**src/rtl/peripheral_apb4_pkg.sv**
```systemverilog
// Shared types and helpers for the APB4 requester arbiter.
// Holds the bus state encoding and default APB widths.
package peripheral_apb4_pkg;

    typedef enum logic [1:0] {
        IDLE,
        SETUP,
        ACCESS
    } apb_state_t;

    localparam int APB_ADDR_W = 16;
    localparam int APB_DATA_W = 32;
    localparam int MAX_PORTS  = 16;

    function automatic int unsigned onehot_to_index(
        input logic [MAX_PORTS-1:0] oh
    );
        int unsigned idx;
        idx = 0;
        for (int i = 0; i < MAX_PORTS; i++) begin
            if (oh[i]) idx = idx | int'(i);
        end
        return idx;
    endfunction

endpackage

```
**src/rtl/peripheral_arbiter_rr.sv**
```systemverilog
// Combinational round-robin picker: the search starts one past ptr.
// Grant is all-zero when en is low or nothing is requesting.
module peripheral_arbiter_rr
    import peripheral_apb4_pkg::*;
#(
    parameter int NUM_PORTS = 4,
    localparam int IW = (NUM_PORTS > 1) ? $clog2(NUM_PORTS) : 1
) (
    input  logic [NUM_PORTS-1:0] req,
    input  logic [IW-1:0]        ptr,
    input  logic                 en,
    output logic [NUM_PORTS-1:0] gnt,
    output logic [IW-1:0]        idx
);

    logic [MAX_PORTS-1:0] gnt_w;
    logic [IW-1:0]        cand;
    logic                 found;

    always_comb begin
        gnt   = '0;
        found = 1'b0;
        cand  = '0;
        for (int i = 1; i <= NUM_PORTS; i++) begin
            cand = IW'((int'(ptr) + i) % NUM_PORTS);
            if (en && !found && req[cand]) begin
                gnt[cand] = 1'b1;
                found     = 1'b1;
            end
        end
    end

    always_comb begin
        gnt_w                = '0;
        gnt_w[NUM_PORTS-1:0] = gnt;
    end

    assign idx = IW'(onehot_to_index(gnt_w));

endmodule

```
**src/rtl/peripheral_arbiter_master_apb4.sv**
```systemverilog
// APB4 master shared by NUM_PORTS requesters through a round-robin arbiter.
// Every output is registered; completion is reported by a one-cycle done_o.
module peripheral_arbiter_master_apb4
    import peripheral_apb4_pkg::*;
#(
    parameter int NUM_PORTS  = 4,
    parameter int PADDR_SIZE = APB_ADDR_W,
    parameter int PDATA_SIZE = APB_DATA_W
) (
    input  logic                              PRESETn,
    input  logic                              PCLK,
    input  logic [NUM_PORTS-1:0]              req_i,
    input  logic [NUM_PORTS*PADDR_SIZE-1:0]   addr_i,
    input  logic [NUM_PORTS-1:0]              write_i,
    input  logic [NUM_PORTS*PDATA_SIZE/8-1:0] strb_i,
    input  logic [NUM_PORTS*PDATA_SIZE-1:0]   wdata_i,
    output logic [NUM_PORTS-1:0]              done_o,
    output logic [PDATA_SIZE-1:0]             rdata_o,
    output logic                              err_o,
    output logic [NUM_PORTS-1:0]              grant_o,
    output logic                              PSEL,
    output logic                              PENABLE,
    output logic [PADDR_SIZE-1:0]             PADDR,
    output logic [PDATA_SIZE/8-1:0]           PSTRB,
    output logic [PDATA_SIZE-1:0]             PWDATA,
    output logic                              PWRITE,
    input  logic [PDATA_SIZE-1:0]             PRDATA,
    input  logic                              PREADY,
    input  logic                              PSLVERR
);

    localparam int IW = (NUM_PORTS > 1) ? $clog2(NUM_PORTS) : 1;
    localparam int SW = PDATA_SIZE / 8;

    apb_state_t state, state_d;

    logic [IW-1:0]         ptr;
    logic [IW-1:0]         win_idx;
    logic [NUM_PORTS-1:0]  elig;
    logic [NUM_PORTS-1:0]  arb_req;
    logic [NUM_PORTS-1:0]  win_gnt;
    logic                  xfer_end;
    logic                  arb_en;
    logic                  launch;
    logic [PADDR_SIZE-1:0] win_addr;
    logic [SW-1:0]         win_strb;
    logic [PDATA_SIZE-1:0] win_wdata;
    logic                  win_write;

    // A port in its done cycle is masked so it cannot be re-granted at once
    assign elig     = req_i & ~done_o;
    assign xfer_end = (state == ACCESS) && PREADY;
    assign arb_en   = (state == IDLE) || xfer_end;
    assign arb_req  = (state == ACCESS) ? (elig & ~grant_o) : elig;
    assign launch   = |win_gnt;

    assign win_addr  = addr_i[int'(win_idx)*PADDR_SIZE +: PADDR_SIZE];
    assign win_strb  = strb_i[int'(win_idx)*SW +: SW];
    assign win_wdata = wdata_i[int'(win_idx)*PDATA_SIZE +: PDATA_SIZE];
    assign win_write = write_i[win_idx];

    peripheral_arbiter_rr #(
        .NUM_PORTS(NUM_PORTS)
    ) u_arb (
        .req(arb_req),
        .ptr(ptr),
        .en (arb_en),
        .gnt(win_gnt),
        .idx(win_idx)
    );

    always_ff @(posedge PCLK or negedge PRESETn) begin
        if (!PRESETn) state <= IDLE;
        else          state <= state_d;
    end

    always_comb begin
        state_d = state;
        unique case (state)
            IDLE:    if (launch) state_d = SETUP;
            SETUP:   state_d = ACCESS;
            ACCESS:  if (xfer_end) state_d = launch ? SETUP : IDLE;
            default: state_d = IDLE;
        endcase
    end

    always_ff @(posedge PCLK or negedge PRESETn) begin
        if (!PRESETn) begin
            ptr     <= IW'(NUM_PORTS - 1);
            done_o  <= '0;
            rdata_o <= '0;
            err_o   <= 1'b0;
            grant_o <= '0;
            PSEL    <= 1'b0;
            PENABLE <= 1'b0;
            PADDR   <= '0;
            PSTRB   <= '0;
            PWDATA  <= '0;
            PWRITE  <= 1'b0;
        end else begin
            done_o <= '0;
            if (state == SETUP) PENABLE <= 1'b1;
            if (xfer_end) begin
                PENABLE <= 1'b0;
                PSEL    <= 1'b0;
                grant_o <= '0;
                done_o  <= grant_o;
                err_o   <= PSLVERR;
                if (!PWRITE) rdata_o <= PRDATA;
            end
            // A new grant overrides the idle values set above
            if (launch) begin
                PSEL    <= 1'b1;
                grant_o <= win_gnt;
                ptr     <= win_idx;
                PADDR   <= win_addr;
                PWRITE  <= win_write;
                PWDATA  <= win_wdata;
                PSTRB   <= win_write ? win_strb : '0;
            end
        end
    end

endmodule

```
**config.mk**
```make
export PLATFORM = sky130hd
export DESIGN_NAME = peripheral_arbiter_master_apb4
export DESIGN_NICKNAME = d
export VERILOG_FILES = /design/src/rtl/peripheral_apb4_pkg.sv /design/src/rtl/peripheral_arbiter_rr.sv /design/src/rtl/peripheral_arbiter_master_apb4.sv
export SDC_FILE = /design/constraint.sdc
export NUM_CORES = 1
export LEC_CHECK = 0
export ABC_AREA = 1
export CAP_MARGIN = 10
export CORE_AREA = 2 2 134 136
export CTS_CLUSTER_DIAMETER = 40
export DETAILED_ROUTE_END_ITERATION = 8
export DIE_AREA = 0 0 136 138
export PLACE_DENSITY = 0.74
export REMOVE_ABC_BUFFERS = 1
export SYNTH_ARGS = -nofsm -noshare
export SYNTH_HDL_FRONTEND = slang
export SYNTH_SLANG_ARGS = --single-unit
export TNS_END_PERCENT = 30
```
**constraint.sdc**
```tcl
create_clock -name PCLK -period 6.55 [get_ports PCLK]
set_input_delay 1.965 -clock PCLK [delete_from_list [all_inputs] [get_ports PCLK]]
set_output_delay 1.965 -clock PCLK [all_outputs]
set_load 0.01 [all_outputs]
```
==> metrics.md <==
| Metric | Value |
|---|---|
| Synth Warn # | `0` |
| Synthesized instance count | `~800` |
| Number of buffers inserted for hold repair after clock tree synthesis | `0` |
| GR Util All Layers | `0.225` |
| Flip-flop cell with the highest count after synthesis | `dfrtp_1` |
| Hold Crit Class | `flop to flop` |
| Clock-pin slew on the worst setup and hold paths | `70 ps` |
| Per-cell routed wire length | `around 16 um` |
| Largest cells by area after synthesis | `dfrtp_1, nand2_1, nor2_1` |
| Worst max-slew margin expressed relative to the limit | `0.299` |
| Cell count of the worst reg-to-reg path | `15` |
| List of cells traversed by the critical path | `clkdlybuf4s50_1, inv_1, nor2_1, nand3_1, nand2_1, nand2_1, nand2_1, nor2_2, nand3_2, nand3_4, nor2_4, nand4_4, inv_2, nand3_1, nand2_1` |
| Vias in the first global route | `6295` |
| Worst Setup EP | `grant_o[2]$_DFFE_PN0P_` |
| Endpoint of the worst register-to-register path | `grant_o[2]$_DFFE_PN0P_` |
| Maximum clock insertion buffer count | `2` |
| Fraction of layout cells with a size suffix above 1 | `0.0745` |
| Slowest cell on the critical path | `inv_2` |
| Run status | `completed` |
| Cell taking the most area after synthesis | `dfrtp_1` |
| Number of DRC markers after the initial detailed-route iteration | `around 350` |
| Reg2Reg Launch Point | `ptr[0]$_DFFE_PN1P_` |
| Total Neg Setup Slack | `0 ps` |
| Count of distinct cell types in the synthesized netlist | `30` |
| Port-buffer cells | `between 300 and 400` |
| Min Clock Period, post-route | `4970 ps` |
| Chip height | `~140 um` |
| CP Launch Type | `input port` |
| Transition time of the tightest slew-check pin | `between 1000 and 1500 ps` |
| ANT cells | `0` |
| Critical path required time | `6830 ps` |
| First-pass GRT wire length | `33500 um` |
| Finish-stage setup viols | `0` |
| Setup repair after global routing missed its margin | `false` |
| Highest cell delay on the worst timing path | `770 ps` |
| Sinks on the clock net | `100` |
| Mux share of post-synthesis cell area | `0.0606` |
| DRT Pass-1 Iters | `5` |
| Largest delay share family, worst path | `simple AND/OR/NAND/NOR gates` |
| Number of logic stages on the critical path including buffering | `15` |
| DIE AREA | `between 15000 and 20000 sq um` |
| Simple-gate share of the synthesized area | `0.302` |
| CP Buf/Inv Count | `3` |
| Post-Syn Area per Cell | `7.37 sq um` |
| Clock H-tree levels | `3` |
| Crit-path most repeated cell | `nand2_1` |
| Total non-filler cell area in the finished layout | `9820 sq um` |
| Antenna violations before repair | `0` |
| Antenna viol nets, final | `0` |
| Standard cell area after detailed placement | `approximately 9500 sq um` |
| Ys async rst share | `1.00` |
| Area share of xor/xnor cells in the synthesized design | `0` |
| Synthesized cell area | `5950 sq um` |
| CP max FO | `57` |
| Weighted congestion reported at the end of routability-driven placement | `between 0.8 and 0.9` |
| PwrDens | `roughly 620 nW/um^2` |
| Maximum operating frequency | `slightly above 0.2 GHz` |
| Number of post-CTS setup repair buffers | `0` |
| HPWL reported at the end of detailed placement | `around 16000 um` |
| Standard-cell row count | `49` |
| Area share of the leading cell type in the synthesized netlist | `0.412` |
| Final period util | `0.758` |
| Worst supply voltage drop on vdd | `~0.74 mV` |
| Maxcap violations | `0` |
| Largest family of logic cells by synthesized area | `simple AND/OR/NAND/NOR gates` |
| Synth Area in Compound Gates | `0.126` |
| Detailed-route via count | `approximately 6400` |
| Remaining global-route overflow | `0` |
| Total count of hold-check failures in the final report | `0` |
| CTS tree | `done` |
| Effective utilization at floorplan | `0.339` |
| Top post-synthesis cells by count | `nand2_1, nor2_1, dfrtp_1` |
| Post-synthesis adder-cell area fraction | `0.0168` |
| Register bit total from synthesis | `100` |
| Reported leakage power | `4.38 nW` |
| Final setup skew | `roughly 9 ps` |
| Register-to-register path setup slack | `approximately 2600 ps` |
| Maximum number of pins on one net before global-route repair | `108` |
| Register area share after synthesis | `0.421` |
| Critical path data arrival time | `approximately 5300 ps` |
| Area added between synthesis and finish | `65.1%` |
| Final Net Count | `around 1400` |
| Crit path capture type | `flop` |
| Count of final max-slew check failures | `0` |
| Dominant cell by count in the synthesized netlist | `nand2_1` |
| Total clock buffers created by CTS | `9` |
| Total Routed Length | `about 21000 um` |
| Number of synthesized flops with an enable pin | `0` |
| Die X | `roughly 140 um` |
| Crit Path Class | `input port to flop` |
| Insertion delay to the later sink of the worst-skew pair | `350 ps` |
| Critical path origin | `req_i[0]` |
| Root Driver | `clkbuf_16` |
| DRC viols | `0` |
| Drt via density | `4.73` |
| Core Area | `roughly 18000 sq um` |
| I/O pin count | `roughly 350` |
| Post-CTS resize count | `0` |
==> stage by stage <==
| stage | cells | util | setup slack [ps] | total power (W) | hold slack [ps] |
|---|---|---|---|---|---|
| finish | 1357 | 0.560 | 1580 | 0.00610 | 481 |
| global route | 1357 | 0.560 | 1140 | 0.00675 | 505 |
| CTS | 1357 | 0.560 | 1540 | 0.00618 | 484 |
| detailed placement | 1341 | 0.541 | 1170 | 0.00556 | 464 |
| global placement | 1341 | 0.541 | 1290 | 0.00549 | 461 |
| floorplan | 758 | - | 293 | 0.00379 | 507 |
==> area by class of cell <==
type | instances | area (sq um)
clock buffers | 9 | 225
repair buffers | 354 | 3540
well taps | 229 | 287
clock inverters | 7 | 109
inverters | 38 | 143
flip-flops and latches | 100 | 2500
multi-input cells | 620 | 3010
fillers | 1629 | 7720
==> metal layers <==
layer  part of all wire  global-route usage  vias to the layer above  routed length [um]
met1               0.41               0.276                     2909                8650
met2               0.49               0.387                      232               10400
li1                   -                   -                     3227                   -
met5                  0                   0                        -                   0
met3              0.063              0.0407                       47                1340
met4              0.033              0.0910                        0                 705
==> state kept, by name, summed over array words and instances, names as in the netlist <==
signal,cells
rdata_o,32
PENABLE,1
state,2
done_o,4
ptr,2
PSEL,1
PWRITE,1
err_o,1
PADDR,16
grant_o,4
PWDATA,32
PSTRB,4
==> worst min-delay path by stage <==
stage,from,end,slack (ps),cells past startpoint
CTS,PWDATA[24]$_DFFE_PN0P_,PWDATA[24]$_DFFE_PN0P_,480,2
global route,PSEL$_DFFE_PN0P_,PSEL$_DFFE_PN0P_,500,2
floorplan,state[0]$_DFFE_PN0P_,state[1]$_DFFE_PN0P_,510,1
detailed placement,PWDATA[20]$_DFFE_PN0P_,PWDATA[20]$_DFFE_PN0P_,460,2
finish,PWDATA[20]$_DFFE_PN0P_,PWDATA[20]$_DFFE_PN0P_,480,2
global placement,PSTRB[2]$_DFFE_PN0P_,PSTRB[2]$_DFFE_PN0P_,460,2
==> cell families after synthesis <==
family | count (synthesis)
AOI/OAI and AO/OA | 148
DFF | 100
adders and majority gates | 8
and+or+nand+nor | 432
muxes | 32
buffers and inverters | 87
==> placed cells by master, fill, tap and decap left out, types with 2 or more instances in the layout <==
cell,instances
clkbuf_16,9
nand3_1,31
nand2_2,2
bufinv_16,2
a21oi_1,2
clkdlybuf4s50_1,346
inv_2,5
inv_1,33
nand2_1,217
o21ai_1,65
nand2_4,2
nor2_2,2
mux2_2,32
dfstp_2,2
nand3_2,8
ha_1,8
dfrtp_1,98
nand4_1,2
nor2_4,2
nor2_1,163
o21ai_0,78
buf_4,7
==> tightest hold or removal path, stage by stage, from the launching register on <==
cell and delay, ps:
dfrtp_1 340, nand2_1 60, nand2_1 50
==> power breakdown <==
part           internal [W]  leakage (nW)  switching [W]  total (W)
combinational       0.00163          2.99        0.00272    0.00435
sequential         0.000972          1.23       0.000179    0.00115
clock              0.000342         0.161       0.000257   0.000598
Note: power is estimated with default switching activity, not from simulation.
==> variant 1, RTL diff (same flow settings) <==
Put one more register stage on the output `err_o`, without a reset. The value now appears one clock later. The other outputs are not delayed to match.
--- a/src/rtl/peripheral_arbiter_master_apb4.sv
+++ b/src/rtl/peripheral_arbiter_master_apb4.sv
@@ -31,6 +31,8 @@
 
     localparam int IW = (NUM_PORTS > 1) ? $clog2(NUM_PORTS) : 1;
     localparam int SW = PDATA_SIZE / 8;
+
+    logic err_s0;
 
     apb_state_t state, state_d;
 
@@ -89,7 +91,7 @@
             ptr     <= IW'(NUM_PORTS - 1);
             done_o  <= '0;
             rdata_o <= '0;
-            err_o   <= 1'b0;
+            err_s0  <= 1'b0;
             grant_o <= '0;
             PSEL    <= 1'b0;
             PENABLE <= 1'b0;
@@ -105,7 +107,7 @@
                 PSEL    <= 1'b0;
                 grant_o <= '0;
                 done_o  <= grant_o;
-                err_o   <= PSLVERR;
+                err_s0  <= PSLVERR;
                 if (!PWRITE) rdata_o <= PRDATA;
             end
             // A new grant overrides the idle values set above
@@ -121,5 +123,9 @@
         end
     end
 
+    always_ff @(posedge PCLK) begin
+        err_o <= err_s0;
+    end
+
 endmodule
 
Formal check against the unedited RTL: not equivalent (Yosys sat finds a counterexample within 4 cycles, from zero or initial values and one cycle with PRESETn low).
==> variant 1 against the unedited design <==
First-iteration DRC count shrank 23%. Sequential cell count rose by 1. Area after synthesis rose by 0.34%. Synthesized cell count up 0.12%. Power up 0.49%. Routed wire length up 0.14%. Critical endpoint is now grant_o[1]. Largest power group unchanged. Cell area grew 0.37%. Setup slack gained 0.058 ns. Count of clock-buffer cells in the layout unchanged.
==> variant 1: results <==
group,metric,value,unit
pwr,vdd_drop_max,0.447,mV
global_route,grt_pass1_wl,32900,um
global_route,global_route_usage_over_all_layers,22.3,%
global_route,grt_use_met1,27.7,%
yosys,seq_area_frac_synth,42.3,%
hold_path,hold_path_end,"err_o",
yosys,yosysUniqueCellTypes,31,
yosys,synth-compound-area-share,12.6,%
routing,drt_first_iter_violations,267,
global_route,gr-usage-met2,38.0,%
setup_path,timing.reg2reg.setup_slack,2.73,ns
timing,clock_skew,0.00887,ns
yosys,netlist_top_cells_area,"dfrtp_1 (41%), nand2_1 (14%), nor2_1 (10%)",
yosys,synth.area.mux_share,6.04,%
yosys,post_synth_inst_count,808,
setup_path,worstPathArrival,5.19,ns
hold_path,worstHoldPathCells,0,
place,cell_count_after_placement,1344,
global_route,first_global_vias,6251,
status,result_of_the_run,"finished clean",
pwr,leakage,4.40,nW
global_route,grtUsageMet3,6.09,%
hold_path,worstHoldStart,"err_s0",
place,post_dp_cell_area,0.00951,mm2
routing,num_vias,6428,
layout,layout.filler_cells,1661,
layout,layout-drive-gt1-share,7.60,%
setup_path,rr_worst_depth,16,
routing,detailedRoute.firstPassIterationCount,4,
timing,final_critical_path_setup_slack,1.64,ns
routing,route.detailed.wl_per_inst,15.6,um
yosys,synthArstFlopShare,99.0,%
timing,tightest_slew,1.03,ns
[variant 1: changes by cell type after synthesis, sizes merged]
cell / unedited run / this run
dfxtp: 0 / 1
[variant 1: routing by layer]
layer	wire length [um]	vias up
met5	0	-
met4	482	0
met3	1490	38
met2	10400	202
met1	8750	2967
li1	-	3221
[variant 1: final cells by class]
type                            instances  area [um2]  share of cell area, %
Sequential cell                       101        2520                   25.6
Clock buffer                            9         225                   2.29
Multi-Input combinational cell        620        3010                   30.6
Clock inverter                          7         123                   1.24
Tap cell                              229         287                   2.91
Inverter                               38         143                   1.45
Timing Repair Buffer                  356        3540                   35.9
[variant 1: per-stage QoR]
step	hold slack, ns	util, %
final	0.375	56.2
after global routing	0.390	56.2
after CTS	0.375	56.2
after detailed placement	0.357	54.2
after global placement	0.353	54.2
after floorplan	0.347	-
[variant 1: power by group]
part,switching [mW],internal [mW],total [mW]
Combinational,2.71,1.63,4.34
Sequential,0.185,0.981,1.17
Clock,0.249,0.376,0.625
Total,3.14,2.99,6.13
==> variant 2, RTL diff (same settings) <==
Made on the original files. Encoding of `apb_state_t`: now one-hot (3 bits for 3 states).
--- a/src/rtl/peripheral_apb4_pkg.sv
+++ b/src/rtl/peripheral_apb4_pkg.sv
@@ -2,10 +2,10 @@
 // Holds the bus state encoding and default APB widths.
 package peripheral_apb4_pkg;
 
-    typedef enum logic [1:0] {
-        IDLE,
-        SETUP,
-        ACCESS
+    typedef enum logic [2:0] {
+        IDLE   = 3'b001,
+        SETUP  = 3'b010,
+        ACCESS = 3'b100
     } apb_state_t;
 
     localparam int APB_ADDR_W = 16;
Check against the original RTL: same outputs for any inputs over 4 cycles, from zero or initial values and one cycle with PRESETn low; so few cycles prove little.
==> variant 2 against the unedited design <==
Cell area is 2.5% higher. Die area stayed put. Synthesized cell count is 13% higher. Setup slack worse by 0.014 ns. Sequential cell count is 1 higher. Via count is 4.2% higher. Register-to-register slack better by 0.12 ns. Area after synthesis is 5.1% higher. Power is 8.6% lower. Routed wire length is 1.4% lower. Critical endpoint is now PWDATA[20]. Largest power group unchanged.
==> variant 2: results <==
group,metric,value,unit
status,result_of_the_run,"finished clean",
global_route,grt_pass1_wl,33000,um
layout,reg.largest.list,"PWDATA: 32 flops, rdata_o: 32 flops, PADDR: 16 flops",
timing,clock_skew,0.0110,ns
yosys,synth-compound-area-share,8.61,%
yosys,seq_area_frac_synth,40.5,%
setup_path,worstPathArrival,5.26,ns
clocking,clock_latency,0.35,ns
yosys,synthArstFlopShare,100,%
setup_path,critical_path.endpoint,"PWDATA[20]",
routing,detailedRoute.firstPassIterationCount,5,
place,gp_routability_congestion,0.886,
global_route,global_route_usage_over_all_layers,22.0,%
clocking,cts_max_level,3,
pwr,vdd_drop_max,0.403,mV
place,cell_count_after_placement,1446,
hold_path,hold_path_end,"PWDATA[8]",
yosys,post_synthesis_xor_xnor_area_fraction,0,%
routing,drt_first_iter_violations,327,
hold_path,worstHoldStart,"PWDATA[8]",
setup_path,worstSetupStartpoint,"req_i[1]",
yosys,yosysUniqueCellTypes,23,
yosys,synth.area.mux_share,5.76,%
setup_path,rr_worst_depth,16,
layout,layout-drive-gt1-share,6.65,%
layout,finish.net_count,1488,
place,dp_hpwl,15500,um
routing,route.detailed.wl_per_inst,14.2,um
global_route,pin_count_of_the_biggest_net_entering_global_routing,107,
clocking,clk_root_buffer_cell,"clkbuf_16",
routing,num_vias,6687,
setup_path,timing.reg2reg.setup_slack,2.75,ns
pwr,leakage,4.93,nW
yosys,yosys.area_share.adder,1.60,%
hold_path,worstHoldPathCells,2,
routing,aggregate_routed_wire_length,20800,um
clocking,cts.clk_slew.worst_paths,0.07,ns
timing,relSlewSlack,24.4,%
yosys,synth.top_cells.by_count,"nand2_1 (352), nor2_1 (121), dfrtp_1 (98)",
yosys,netlist_top_cells_area,"dfrtp_1 (39%), nand2_1 (21%), nor2_1 (7.3%)",
setup_path,critPathMaxFanout,33,
yosys,synthesis.area_per_instance,6.87,um2
global_route,first_global_vias,6483,
layout,layout.filler_cells,1666,
## variant 2: through the flow
step	setup WS, ns	hold slack [ns]	instance area, um2
after floorplan	0.901	0.509	5950
after global placement	1.35	0.461	9780
after detailed placement	1.24	0.466	9780
after CTS	1.59	0.486	10100
after global routing	1.24	0.501	10100
final	1.57	0.481	10100
## variant 2: final cells by class
cell class | count | area [um2] | share of cell area [%]
clock buffers | 10 | 239 | 2.37
repair buffers | 354 | 3540 | 35.1
inverters | 88 | 330 | 3.28
multi-input cells | 674 | 3090 | 30.7
well taps | 229 | 287 | 2.85
clock inverters | 6 | 51.3 | 0.510
flip-flops and latches | 101 | 2530 | 25.1
## variant 2: critical path, cell delays in order
cell             delay (ns)
clkdlybuf4s50_1        0.46
inv_1                  0.04
nor2_1                 0.18
nand3_1                0.14
nand2_1                0.10
nand2_1                0.05
nand2_1                0.14
nor2_1                 0.10
nand3_1                0.10
nand3_2                0.53
nor2_2                 0.34
nand2_2                0.08
inv_2                  0.47
buf_4                  0.38
nand2_1                0.09
nand2_1                0.07
## variant 2: layer usage
| metal | global-route usage [%] | vias up | wire length [um] |
|---|---|---|---|
| li1 | - | 3446 | - |
| met1 | 26.1 | 2985 | 8370 |
| met2 | 39.1 | 220 | 10500 |
| met3 | 5.50 | 36 | 1480 |
| met4 | 6.20 | 0 | 456 |
| met5 | 0 | - | 0 |
## variant 2: report_power, final
group / total [mW] / internal [mW] / leakage (nW) / switching (mW)
Sequential: 1.15 / 0.969 / 1.27 / 0.178
Clock: 0.525 / 0.275 / 0.145 / 0.251
Combinational: 3.90 / 1.51 / 3.51 / 2.40
Total: 5.58 / 2.75 / 4.93 / 2.83
